==> src/rtl/dsp_file_server.sv <==
// Responder side of the DSP file interface: NUM_FILES circular sample files in one array,
// a fixed-length file_active handshake for engine reads/writes, and a host load/flush port.
module dsp_file_server #(
    parameter int dw            = 32,
    parameter int NUM_FILES     = 4,
    parameter int DEPTH         = 16,
    parameter int ACTIVE_CYCLES = 2
) (
    input  logic          wb_clk,
    input  logic          wb_rst,
    input  logic [7:0]    file_num,
    input  logic          file_read,
    input  logic          file_write,
    input  logic [dw-1:0] file_write_data,
    output logic [dw-1:0] file_read_data,
    output logic          file_active,
    output logic [31:0]   rd_ptr,
    output logic [31:0]   wr_ptr,
    input  logic          host_wr,
    input  logic          host_flush,
    input  logic [7:0]    host_file,
    input  logic [dw-1:0] host_data,
    output logic          busy,
    output logic          overflow,
    output logic          underflow,
    output logic [1:0]    dbg_state
);

    localparam int AW = $clog2(DEPTH);
    localparam int PW = AW + 1;
    localparam int FW = (NUM_FILES > 1) ? $clog2(NUM_FILES) : 1;
    localparam int CW = $clog2(ACTIVE_CYCLES);
    localparam logic [7:0]    NF   = 8'(NUM_FILES);
    localparam logic [CW-1:0] LAST = CW'(ACTIVE_CYCLES - 1);

    typedef enum logic [1:0] {
        S_IDLE   = 2'd0,
        S_ACTIVE = 2'd1,
        S_GAP    = 2'd2
    } state_t;

    state_t        state_q, state_d;
    logic [CW-1:0] cnt_q, cnt_d;
    logic [FW-1:0] cur_q, cur_d;
    logic          is_read_q, is_read_d;
    logic          fail_q, fail_d;
    logic          active_q, active_d;
    logic          ovf_q, ovf_d;
    logic          unf_q, unf_d;
    logic [dw-1:0] wdata_q, wdata_d;
    logic [dw-1:0] rdata_q, rdata_d;
    logic [PW-1:0] rd_q [NUM_FILES];
    logic [PW-1:0] rd_d [NUM_FILES];
    logic [PW-1:0] wr_q [NUM_FILES];
    logic [PW-1:0] wr_d [NUM_FILES];

    logic [dw-1:0] mem [NUM_FILES*DEPTH];
    logic          mem_we;
    logic [FW+AW-1:0] mem_waddr;
    logic [dw-1:0] mem_wdata;

    logic          host_ok, eng_ok;
    logic [FW-1:0] host_idx, eng_idx;

    assign host_ok  = host_file < NF;
    assign eng_ok   = file_num < NF;
    assign host_idx = host_file[FW-1:0];
    assign eng_idx  = file_num[FW-1:0];

    // Pointers carry one extra wrap bit so full and empty are distinguishable.
    function automatic logic is_full(input logic [PW-1:0] r, input logic [PW-1:0] w);
        return (r[AW-1:0] == w[AW-1:0]) && (r[AW] != w[AW]);
    endfunction

    always_comb begin
        state_d   = state_q;
        cnt_d     = cnt_q;
        cur_d     = cur_q;
        is_read_d = is_read_q;
        fail_d    = fail_q;
        active_d  = active_q;
        wdata_d   = wdata_q;
        rdata_d   = rdata_q;
        ovf_d     = 1'b0;
        unf_d     = 1'b0;
        rd_d      = rd_q;
        wr_d      = wr_q;
        mem_we    = 1'b0;
        mem_waddr = '0;
        mem_wdata = '0;
        case (state_q)
            S_IDLE: begin
                // Host traffic pre-empts engines; engine requests are level-held and wait.
                if (host_flush) begin
                    if (host_ok) begin
                        rd_d[host_idx] = '0;
                        wr_d[host_idx] = '0;
                    end
                end else if (host_wr) begin
                    if (host_ok && !is_full(rd_q[host_idx], wr_q[host_idx])) begin
                        mem_we         = 1'b1;
                        mem_waddr      = {host_idx, wr_q[host_idx][AW-1:0]};
                        mem_wdata      = host_data;
                        wr_d[host_idx] = wr_q[host_idx] + PW'(1);
                    end else begin
                        ovf_d = 1'b1;
                    end
                end else if (file_read || file_write) begin
                    state_d   = S_ACTIVE;
                    active_d  = 1'b1;
                    cnt_d     = '0;
                    cur_d     = eng_idx;
                    is_read_d = file_read;
                    wdata_d   = file_write_data;
                    if (file_read) begin
                        fail_d  = !eng_ok || (rd_q[eng_idx] == wr_q[eng_idx]);
                        unf_d   = fail_d;
                        rdata_d = fail_d ? '0 : mem[{eng_idx, rd_q[eng_idx][AW-1:0]}];
                    end else begin
                        fail_d = !eng_ok || is_full(rd_q[eng_idx], wr_q[eng_idx]);
                        ovf_d  = fail_d;
                    end
                end
            end
            S_ACTIVE: begin
                if (cnt_q == LAST) begin
                    active_d = 1'b0;
                    state_d  = S_GAP;
                    if (!fail_q) begin
                        if (is_read_q) begin
                            rd_d[cur_q] = rd_q[cur_q] + PW'(1);
                        end else begin
                            mem_we      = 1'b1;
                            mem_waddr   = {cur_q, wr_q[cur_q][AW-1:0]};
                            mem_wdata   = wdata_q;
                            wr_d[cur_q] = wr_q[cur_q] + PW'(1);
                        end
                    end
                end else begin
                    cnt_d = cnt_q + CW'(1);
                end
            end
            S_GAP:   state_d = S_IDLE;
            default: state_d = S_IDLE;
        endcase
    end

    always_ff @(posedge wb_clk) begin
        if (wb_rst) begin
            state_q   <= S_IDLE;
            cnt_q     <= '0;
            cur_q     <= '0;
            is_read_q <= 1'b0;
            fail_q    <= 1'b0;
            active_q  <= 1'b0;
            ovf_q     <= 1'b0;
            unf_q     <= 1'b0;
            wdata_q   <= '0;
            rdata_q   <= '0;
            for (int i = 0; i < NUM_FILES; i++) begin
                rd_q[i] <= '0;
                wr_q[i] <= '0;
            end
        end else begin
            state_q   <= state_d;
            cnt_q     <= cnt_d;
            cur_q     <= cur_d;
            is_read_q <= is_read_d;
            fail_q    <= fail_d;
            active_q  <= active_d;
            ovf_q     <= ovf_d;
            unf_q     <= unf_d;
            wdata_q   <= wdata_d;
            rdata_q   <= rdata_d;
            rd_q      <= rd_d;
            wr_q      <= wr_d;
        end
    end

    // Sample storage is deliberately not reset; gating on reset aborts an in-flight commit.
    always_ff @(posedge wb_clk) begin
        if (mem_we && !wb_rst) begin
            mem[mem_waddr] <= mem_wdata;
        end
    end

    assign file_read_data = rdata_q;
    assign file_active    = active_q;
    assign overflow       = ovf_q;
    assign underflow      = unf_q;
    assign busy           = (state_q != S_IDLE);
    assign dbg_state      = state_q;
    assign rd_ptr         = eng_ok ? 32'(rd_q[eng_idx]) : 32'd0;
    assign wr_ptr         = eng_ok ? 32'(wr_q[eng_idx]) : 32'd0;

endmodule
==> config.mk <==
export PLATFORM = sky130hd
export DESIGN_NAME = dsp_file_server
export DESIGN_NICKNAME = d
export VERILOG_FILES = /design/src/rtl/dsp_file_server.sv
export SDC_FILE = /design/constraint.sdc
export NUM_CORES = 2
export LEC_CHECK = 0
export ABC_AREA = 1
export CORE_MARGIN = 2
export CORE_UTILIZATION = 51
export DETAILED_ROUTE_END_ITERATION = 10
export GPL_ROUTABILITY_DRIVEN = 0
export HOLD_SLACK_MARGIN = 0.08
export PLACE_DENSITY = 0.67
export SLEW_MARGIN = 5
export SYNTH_ARGS = -nofsm -noshare
export SYNTH_HDL_FRONTEND = slang
export SYNTH_SLANG_ARGS = --single-unit
==> constraint.sdc <==
create_clock -name wb_clk -period 5.6 [get_ports wb_clk]
set_input_delay 1.68 -clock wb_clk [delete_from_list [all_inputs] [get_ports wb_clk]]
set_output_delay 1.68 -clock wb_clk [all_outputs]
set_load 0.03 [all_outputs]
; Word-level counts from Yosys, hierarchy flattened
; Memory sizes are Yosys's and may differ from the RTL's.
; Cells that the tools add are included.
[word_totals]
register_bits = 114
ram_bits = 2048
input_bits = 86
elab_cells = 168
memories = 1
[memory_table]
columns = memory, words, width, read_ports, rd_clocked_by_memory_dff, write_ports, line_no
row1 = mem, 64, 32, 1, 0, 1, 57  ; logic [dw-1:0] mem [NUM_FILES*DEPTH];
[classes]
n_addsub = 4
n_lt_le_gt_ge = 7
n_eq_ne = 18
muxes = 85
bitwise_logic = 11
reduce_logical = 24
[op_table]
columns = cell, count
row1 = 20-bit 2-to-1 mux, 12
row2 = 32-bit 2-to-1 mux, 7
row3 = 5-bit 2-to-1 mux, 16
row4 = 20-bit case mux with 2 select lines, 2
row5 = 32-bit case mux with 2 select lines, 1
row6 = 5-bit binary-select mux with 2-bit select, 6
row7 = 20-bit bitwise mux, 3
row8 = 20-bit AND, 2
row9 = 6-bit 2-to-1 mux, 6
row10 = 1-bit 2-to-1 mux, 21
row11 = 5-bit demux with 2-bit select, 2
row12 = 20-bit inverter, 1
row13 = 2-bit != test (second input constant), 9
row14 = 8-bit by 3-bit < comparator with 1-bit output (second input constant), 2
row15 = 5-bit by 1-bit adder with 5-bit output (second input constant), 3
row16 = 6-bit case mux with 2 select lines, 1
row17 = 4-bit AND reduction, 3
row18 = 5-bit AND reduction, 2
row19 = 3-bit greater-or-equal comparator (second input constant), 3
row20 = 3-bit != test (second input constant), 3
row21 = 2-bit inverter with 3-bit output, 3
row22 = 4-bit equality test, 2
row23 = 2-bit 2-to-1 mux, 4
row24 = 7-bit AND reduction, 1
row25 = 16 further kinds, 34

; Longest topological paths before layout
[logic_depth]
ltp_word = 15
depth_mapped = 19
mapped_depth_nobuf = 18

; Least setup slack after synthesis
; Ideal clock, no wire load.
[synth_path]
kind = input-to-reg
from = input port host_file[0]
to = memory mem[0][0], data pin
arrival_ns = 4.676
required_ns = 5.047
setup_slack_ns = 0.371
cell_stages = 13
path_buffers = 3
cell_sequence = buf_6 -> buf_4 -> nand2_1 -> a21oi_1 -> nor2_2 -> nand2_1 -> nand2_1 -> nand2_1 -> nor2_2 -> nand2_4 -> nand3_4 -> clkbuf_1 -> o22ai_1
[synth_via]
elab_chain_cells = 12
elab_cells_between_ends = 17
cone_classes = 1 x order compare / 2 x eq/ne / 10 x mux / 1 x bitwise / 3 x reduce/logical
[synth_rtl]
columns = element, line_no
row1 = from (decl), 21  ; input logic [7:0] host_file,
row2 = 2-bit inverter with 3-bit output (implied by the code), 100  ; if (host_ok && !is_full(rd_q[host_idx], wr_q[host_idx])) begin
row3 = 5-bit binary-select mux with 2-bit select, 100
row4 = 5-bit 2-to-1 mux (implied by the code) (2 in series), 100
row5 = 4-bit equality test or 1-bit != test (tied branches), 72  ; return (r[AW-1:0] == w[AW-1:0]) && (r[AW] != w[AW]);
row6 = 1-bit logical AND, 72
row7 = 1-bit zero test, 100
row8 = 1-bit logical AND (*), 100
row9 = 32-bit 2-to-1 mux (*), 100
row10 = 32-bit 2-to-1 mux (*), 99  ; end else if (host_wr) begin
row11 = 32-bit 2-to-1 mux (*), 94  ; if (host_flush) begin
row12 = 32-bit case mux with 2 select lines (*), 91  ; case (state_q)
row13 = net mem_wdata[0], 60  ; logic [dw-1:0] mem_wdata;
row14 = to (decl), 57
; Mark *: on every way through the listed nets, which the timed path passes. The rest lies on a longest branch. The select of a mux whose other input is x is not followed.

; Worst setup path in the final report
[layout_path]
from = input port file_num[7]
to = output port rd_ptr[2]
[layout_via]
elab_chain_cells = 2
[layout_rtl]
columns = element, line_no
row1 = from (decl), 11  ; input logic [7:0] file_num,
row2 = 8-bit by 3-bit < comparator with 1-bit output, 66  ; assign eng_ok = file_num < NF;
row3 = 5-bit 2-to-1 mux, 193  ; assign rd_ptr = eng_ok ? 32'(rd_q[eng_idx]) : 32'd0;
row4 = to (decl), 17  ; output logic [31:0] rd_ptr,
; Every way passes these cells.

==> impl_summary.log <==
INFO  metric floorplan.initialDensity = 51.3%
INFO  metric hold_buffers_post_cts = 0
INFO  metric first_global_vias = 61423
INFO  metric synthesized_area_fraction_occupied_by_ao_oa_aoi_and_oai_cells = under 10%
INFO  metric hold-path-endpoint = file_read_data[0]
INFO  metric ys_ff_latch = between 2000 and 2500
INFO  metric wl = 270 mm
INFO  metric wl_per_cell = around 26 µm
INFO  metric timing.final.crit_share = 97.6%
INFO  metric ctsRootBufferMaster = sky130_fd_sc_hd__clkbuf_16
INFO  metric yosys.area_share.adder = 0.0415%
INFO  metric number_of_nets_in_the_finished_design = 7960
INFO  metric worst_setup_end_kind = primary output
INFO  metric groute.layer.met1.usage = slightly above 40%
INFO  metric clkSinkCount = about 2200
INFO  metric post-route-cell-area = slightly above 100000 µm²
INFO  metric tritoncts = done
INFO  metric post-synth-top-area-cell = sky130_fd_sc_hd__edfxtp_1
INFO  metric global_route.peak_usage_layer = met2
INFO  metric count_of_mapped_cells_out_of_synthesis = 7848
INFO  metric finalHoldViolCount = 0
INFO  metric hold_path_class = register to register
INFO  metric postCtsSetupRepairBufs = 0
INFO  metric filler_cell_count = roughly 14000
INFO  metric placementRows = about 150
INFO  metric top_level_ports = between 150 and 200
INFO  metric worstSkewPairLatency = approximately 0.86 ns
INFO  metric netlist_area = 90400 µm²
INFO  metric routed-via-count = 65000
INFO  metric ys_top_cells_by_area = sky130_fd_sc_hd__edfxtp_1, sky130_fd_sc_hd__nand3_1, sky130_fd_sc_hd__nand2_1
INFO  metric cpPeakStageDelay = 0.51 ns
INFO  metric timing.hold.worst_path_depth = 2
INFO  metric hpwl = 155 mm
INFO  metric cts.repair.resized = 0
INFO  metric xor_and_xnor_area_share_after_synthesis = less than 1%
INFO  metric grt_usage = between 20% and 30%
INFO  metric post_synth_and_or_nand_nor_area_fraction = between 20% and 30%
INFO  metric timing.critical_path.from_type = input port
INFO  metric placedInstanceArea = around 97000 µm²
INFO  metric fin_setup_tns = 0 ns
INFO  metric grt_overflow = 0
INFO  metric grt_first_pass_wirelength = about 400 mm
INFO  metric drc = 0
INFO  metric worst_slew_margin_rel = about a fifth
INFO  metric clkTransAtPathRegs = around 0.060 ns
INFO  metric powerDensity = between 300 and 400 nW/µm²
INFO  metric holdCritStartpoint = file_read_data[0]
INFO  metric worst_r2r_startpoint = dbg_state[0]
INFO  metric drt_pass1_iterations = 6
INFO  metric cellLeakagePower = roughly 0.038 µW
INFO  metric proportion_of_layout_cells_with_a_drive_suffix_above_1 = a little under a tenth
INFO  metric ctsHtreeMaxLevel = 4
INFO  metric buffer_ports.inserted = ~130
INFO  metric syn_to_final_growth = 14.4%
INFO  metric required = a little under 4 ns
INFO  metric placeableCoreArea = 176000 µm²
INFO  metric use_met2 = between 40% and 50%
INFO  metric synth_top_flop_cell = sky130_fd_sc_hd__edfxtp_1
INFO  metric synth_top_area_share = ~70%
INFO  metric fp.dieArea = approximately 180000 µm²
INFO  metric synth-async-reset-ratio = 0%
INFO  metric fp.dieH = 425 µm
INFO  metric max_cap_viol_count = 0
INFO  metric final.setup_skew = 0.0285 ns
INFO  metric met3_usage = 5.91%
INFO  metric cpMostUsedCell = sky130_fd_sc_hd__buf_12
INFO  metric avgViaCountPerCell = around 6.3
INFO  metric outcome = complete, no violations
INFO  metric r2r_cells = 11
INFO  metric chipWidth = about 420 µm
INFO  metric cp_slowest_cell = sky130_fd_sc_hd__or4_1
INFO  metric postSynthAreaPerCell = 11.5 µm²
INFO  metric critPathArrivalTime = around 3.8 ns
INFO  metric finalSetupViolations = 0
INFO  metric synth-seq-area-share = just over 70%
INFO  metric detail-route-antenna-nets = 0
INFO  metric slew_viol_final = 0
INFO  metric post-route-min-period = around 5.5 ns
INFO  metric yosys-mux-area-fraction = 0%
INFO  metric reg2reg_to = mem[5][3]
INFO  metric maximum_number_of_pins_on_one_net_before_global_route_repair = between 200 and 250
INFO  metric critPathKind = input port to primary output
INFO  metric worst_ir_drop_vdd = about 320 µV
INFO  metric power = about 34000 µW
INFO  metric num_cts_buffers = roughly 210
INFO  metric max_slew.worst_pin.slew = around 1.2 ns
INFO  metric timing_startpoint_of_the_critical_path = file_num[7]
INFO  metric post_synth_num_cell_types = between 40 and 50
INFO  metric path_cells = clkdlybuf4s50_1, or4_1, nor3_1, clkinv_1, buf_12, nor2_1, buf_12
INFO  metric ys.warnings.count = 0
INFO  metric initial_antenna_violation_count = 12
INFO  metric synth-edff-count = around 2000
INFO  metric dr.first_iter.drc_count = ~9500
INFO  metric fmax = between 0.15 and 0.2 GHz
INFO  metric critical_path.max_fanout = 7
INFO  metric rsz_0062_raised_after_global_routing = no
INFO  metric max-clock-path-buffers = 3
INFO  metric regToRegSetupSlack = approximately 1.8 ns
INFO  metric synth_top_family_by_area = simple AND/OR/NAND/NOR gates
sequential cells by signal, summed over array words and instances (netlist names):
register,flops
file_active,1
wr_q,20
cur_q,2
is_read_q,1
fail_q,1
file_read_data,32
mem,2048
underflow,1
wdata_q,32
dbg_state,2
overflow,1
rd_q,20
cnt_q,1
placed cells by master (no fill, tap or decap), types with 4 or more instances in the layout:
master,instances
sky130_fd_sc_hd__nand3_1,3080
sky130_fd_sc_hd__edfxtp_1,2048
sky130_fd_sc_hd__nand2_1,1299
sky130_fd_sc_hd__clkbuf_16,213
sky130_fd_sc_hd__buf_4,152
sky130_fd_sc_hd__buf_12,144
sky130_fd_sc_hd__inv_1,134
sky130_fd_sc_hd__a21oi_1,122
sky130_fd_sc_hd__clkdlybuf4s50_1,120
sky130_fd_sc_hd__dfxtp_1,114
sky130_fd_sc_hd__o21ai_0,85
sky130_fd_sc_hd__nor2_4,72
sky130_fd_sc_hd__nor2_1,68
sky130_fd_sc_hd__conb_1,54
sky130_fd_sc_hd__clkbuf_1,53
sky130_fd_sc_hd__clkinv_2,51
sky130_fd_sc_hd__clkinv_1,36
sky130_fd_sc_hd__o22ai_4,32
sky130_fd_sc_hd__bufinv_16,15
sky130_fd_sc_hd__inv_2,14
sky130_fd_sc_hd__nand2_2,12
sky130_fd_sc_hd__xor2_1,10
sky130_fd_sc_hd__nor2_2,9
sky130_fd_sc_hd__nand3_2,9
sky130_fd_sc_hd__nand4_1,8
sky130_fd_sc_hd__a22oi_1,7
sky130_fd_sc_hd__nor3_1,6
sky130_fd_sc_hd__clkbuf_8,6
sky130_fd_sc_hd__o211ai_1,5
sky130_fd_sc_hd__nand2_4,4
sky130_fd_sc_hd__nand3_4,4
sky130_fd_sc_hd__o21ai_1,4
sky130_fd_sc_hd__o22ai_1,4
sky130_fd_sc_hd__inv_6,4
cells in the mapped netlist, types with 63 or more instances:
cell type,count
sky130_fd_sc_hd__clkbuf_1,282
sky130_fd_sc_hd__nand3_1,3083
sky130_fd_sc_hd__a21oi_1,122
sky130_fd_sc_hd__edfxtp_1,2048
sky130_fd_sc_hd__buf_2,222
sky130_fd_sc_hd__inv_1,136
sky130_fd_sc_hd__dfxtp_1,114
sky130_fd_sc_hd__buf_4,63
sky130_fd_sc_hd__nand2_1,1302
sky130_fd_sc_hd__buf_1,87
sky130_fd_sc_hd__o21ai_0,85
sky130_fd_sc_hd__nor2_1,133
kinds of logic (layout without fill, tap and decap cells):
group,Yosys count,after routing
buffers and inverters,812,955
xor gates and xnor gates,13,13
other,1,55
DFF,2162,2162
and+or+nand+nor,4582,4582
adders and majority gates,3,3
AOI/OAI and AO/OA,275,275
where the power goes:
group          internal [µW]  switching [µW]  leakage (µW)
combinational            596            1790        0.0105
sequential             17600            60.5        0.0237
clock                   7730            6010       0.00326
cell type report:
type	instances	area (µm²)	area share [%]
clock inverter	111	990	0.958
tap	2340	2930	2.83
clock buffer	272	5610	5.43
timing repair buffer	418	5240	5.06
sequential	2162	63800	61.7
multi-input combinational	4927	24200	23.4
antenna	1	2.50	0.00242
inverter	154	603	0.583
per-layer routing:
| layer | wire length [µm] | part of all wire, % |
|---|---|---|
| met2 | 123000 | 46 |
| met5 | 26 | 0.0096 |
| met3 | 30900 | 11 |
| met1 | 103000 | 38 |
| met4 | 12800 | 4.8 |
critical path: cells and delay by family:
kind / cells / cell delay, ns
and+or+nand+nor: 3 / 1.00
buffers and inverters: 4 / 1.09
worst max path at each step:
| stage | to | slack, ns | depth (start not counted) |
|---|---|---|---|
| 6_report | rd_ptr[2] | 0.14 | 7 |
| 5_1_grt | rd_ptr[2] | 0.05 | 7 |
| 4_1_cts | rd_ptr[2] | 0.14 | 7 |
| 3_5_place_dp | rd_ptr[2] | 0.14 | 7 |
| 3_3_place_gp | rd_ptr[2] | 0.21 | 7 |
| 2_1_floorplan | mem[0][0] | 0.37 | 13 |
metrics by stage:
step                util (%)  std cells  hold slack (ns)  worst slack, ns
finish                  58.7      10385            0.466            0.135
global route            58.7      10385            0.482           0.0504
CTS                     58.7      10384            0.469            0.139
detailed placement      54.9      10001            0.461            0.141
global placement        54.9      10001            0.453            0.214
floorplan                  -       7901            0.430            0.371
Note: power is estimated with default switching activity, not from simulation.
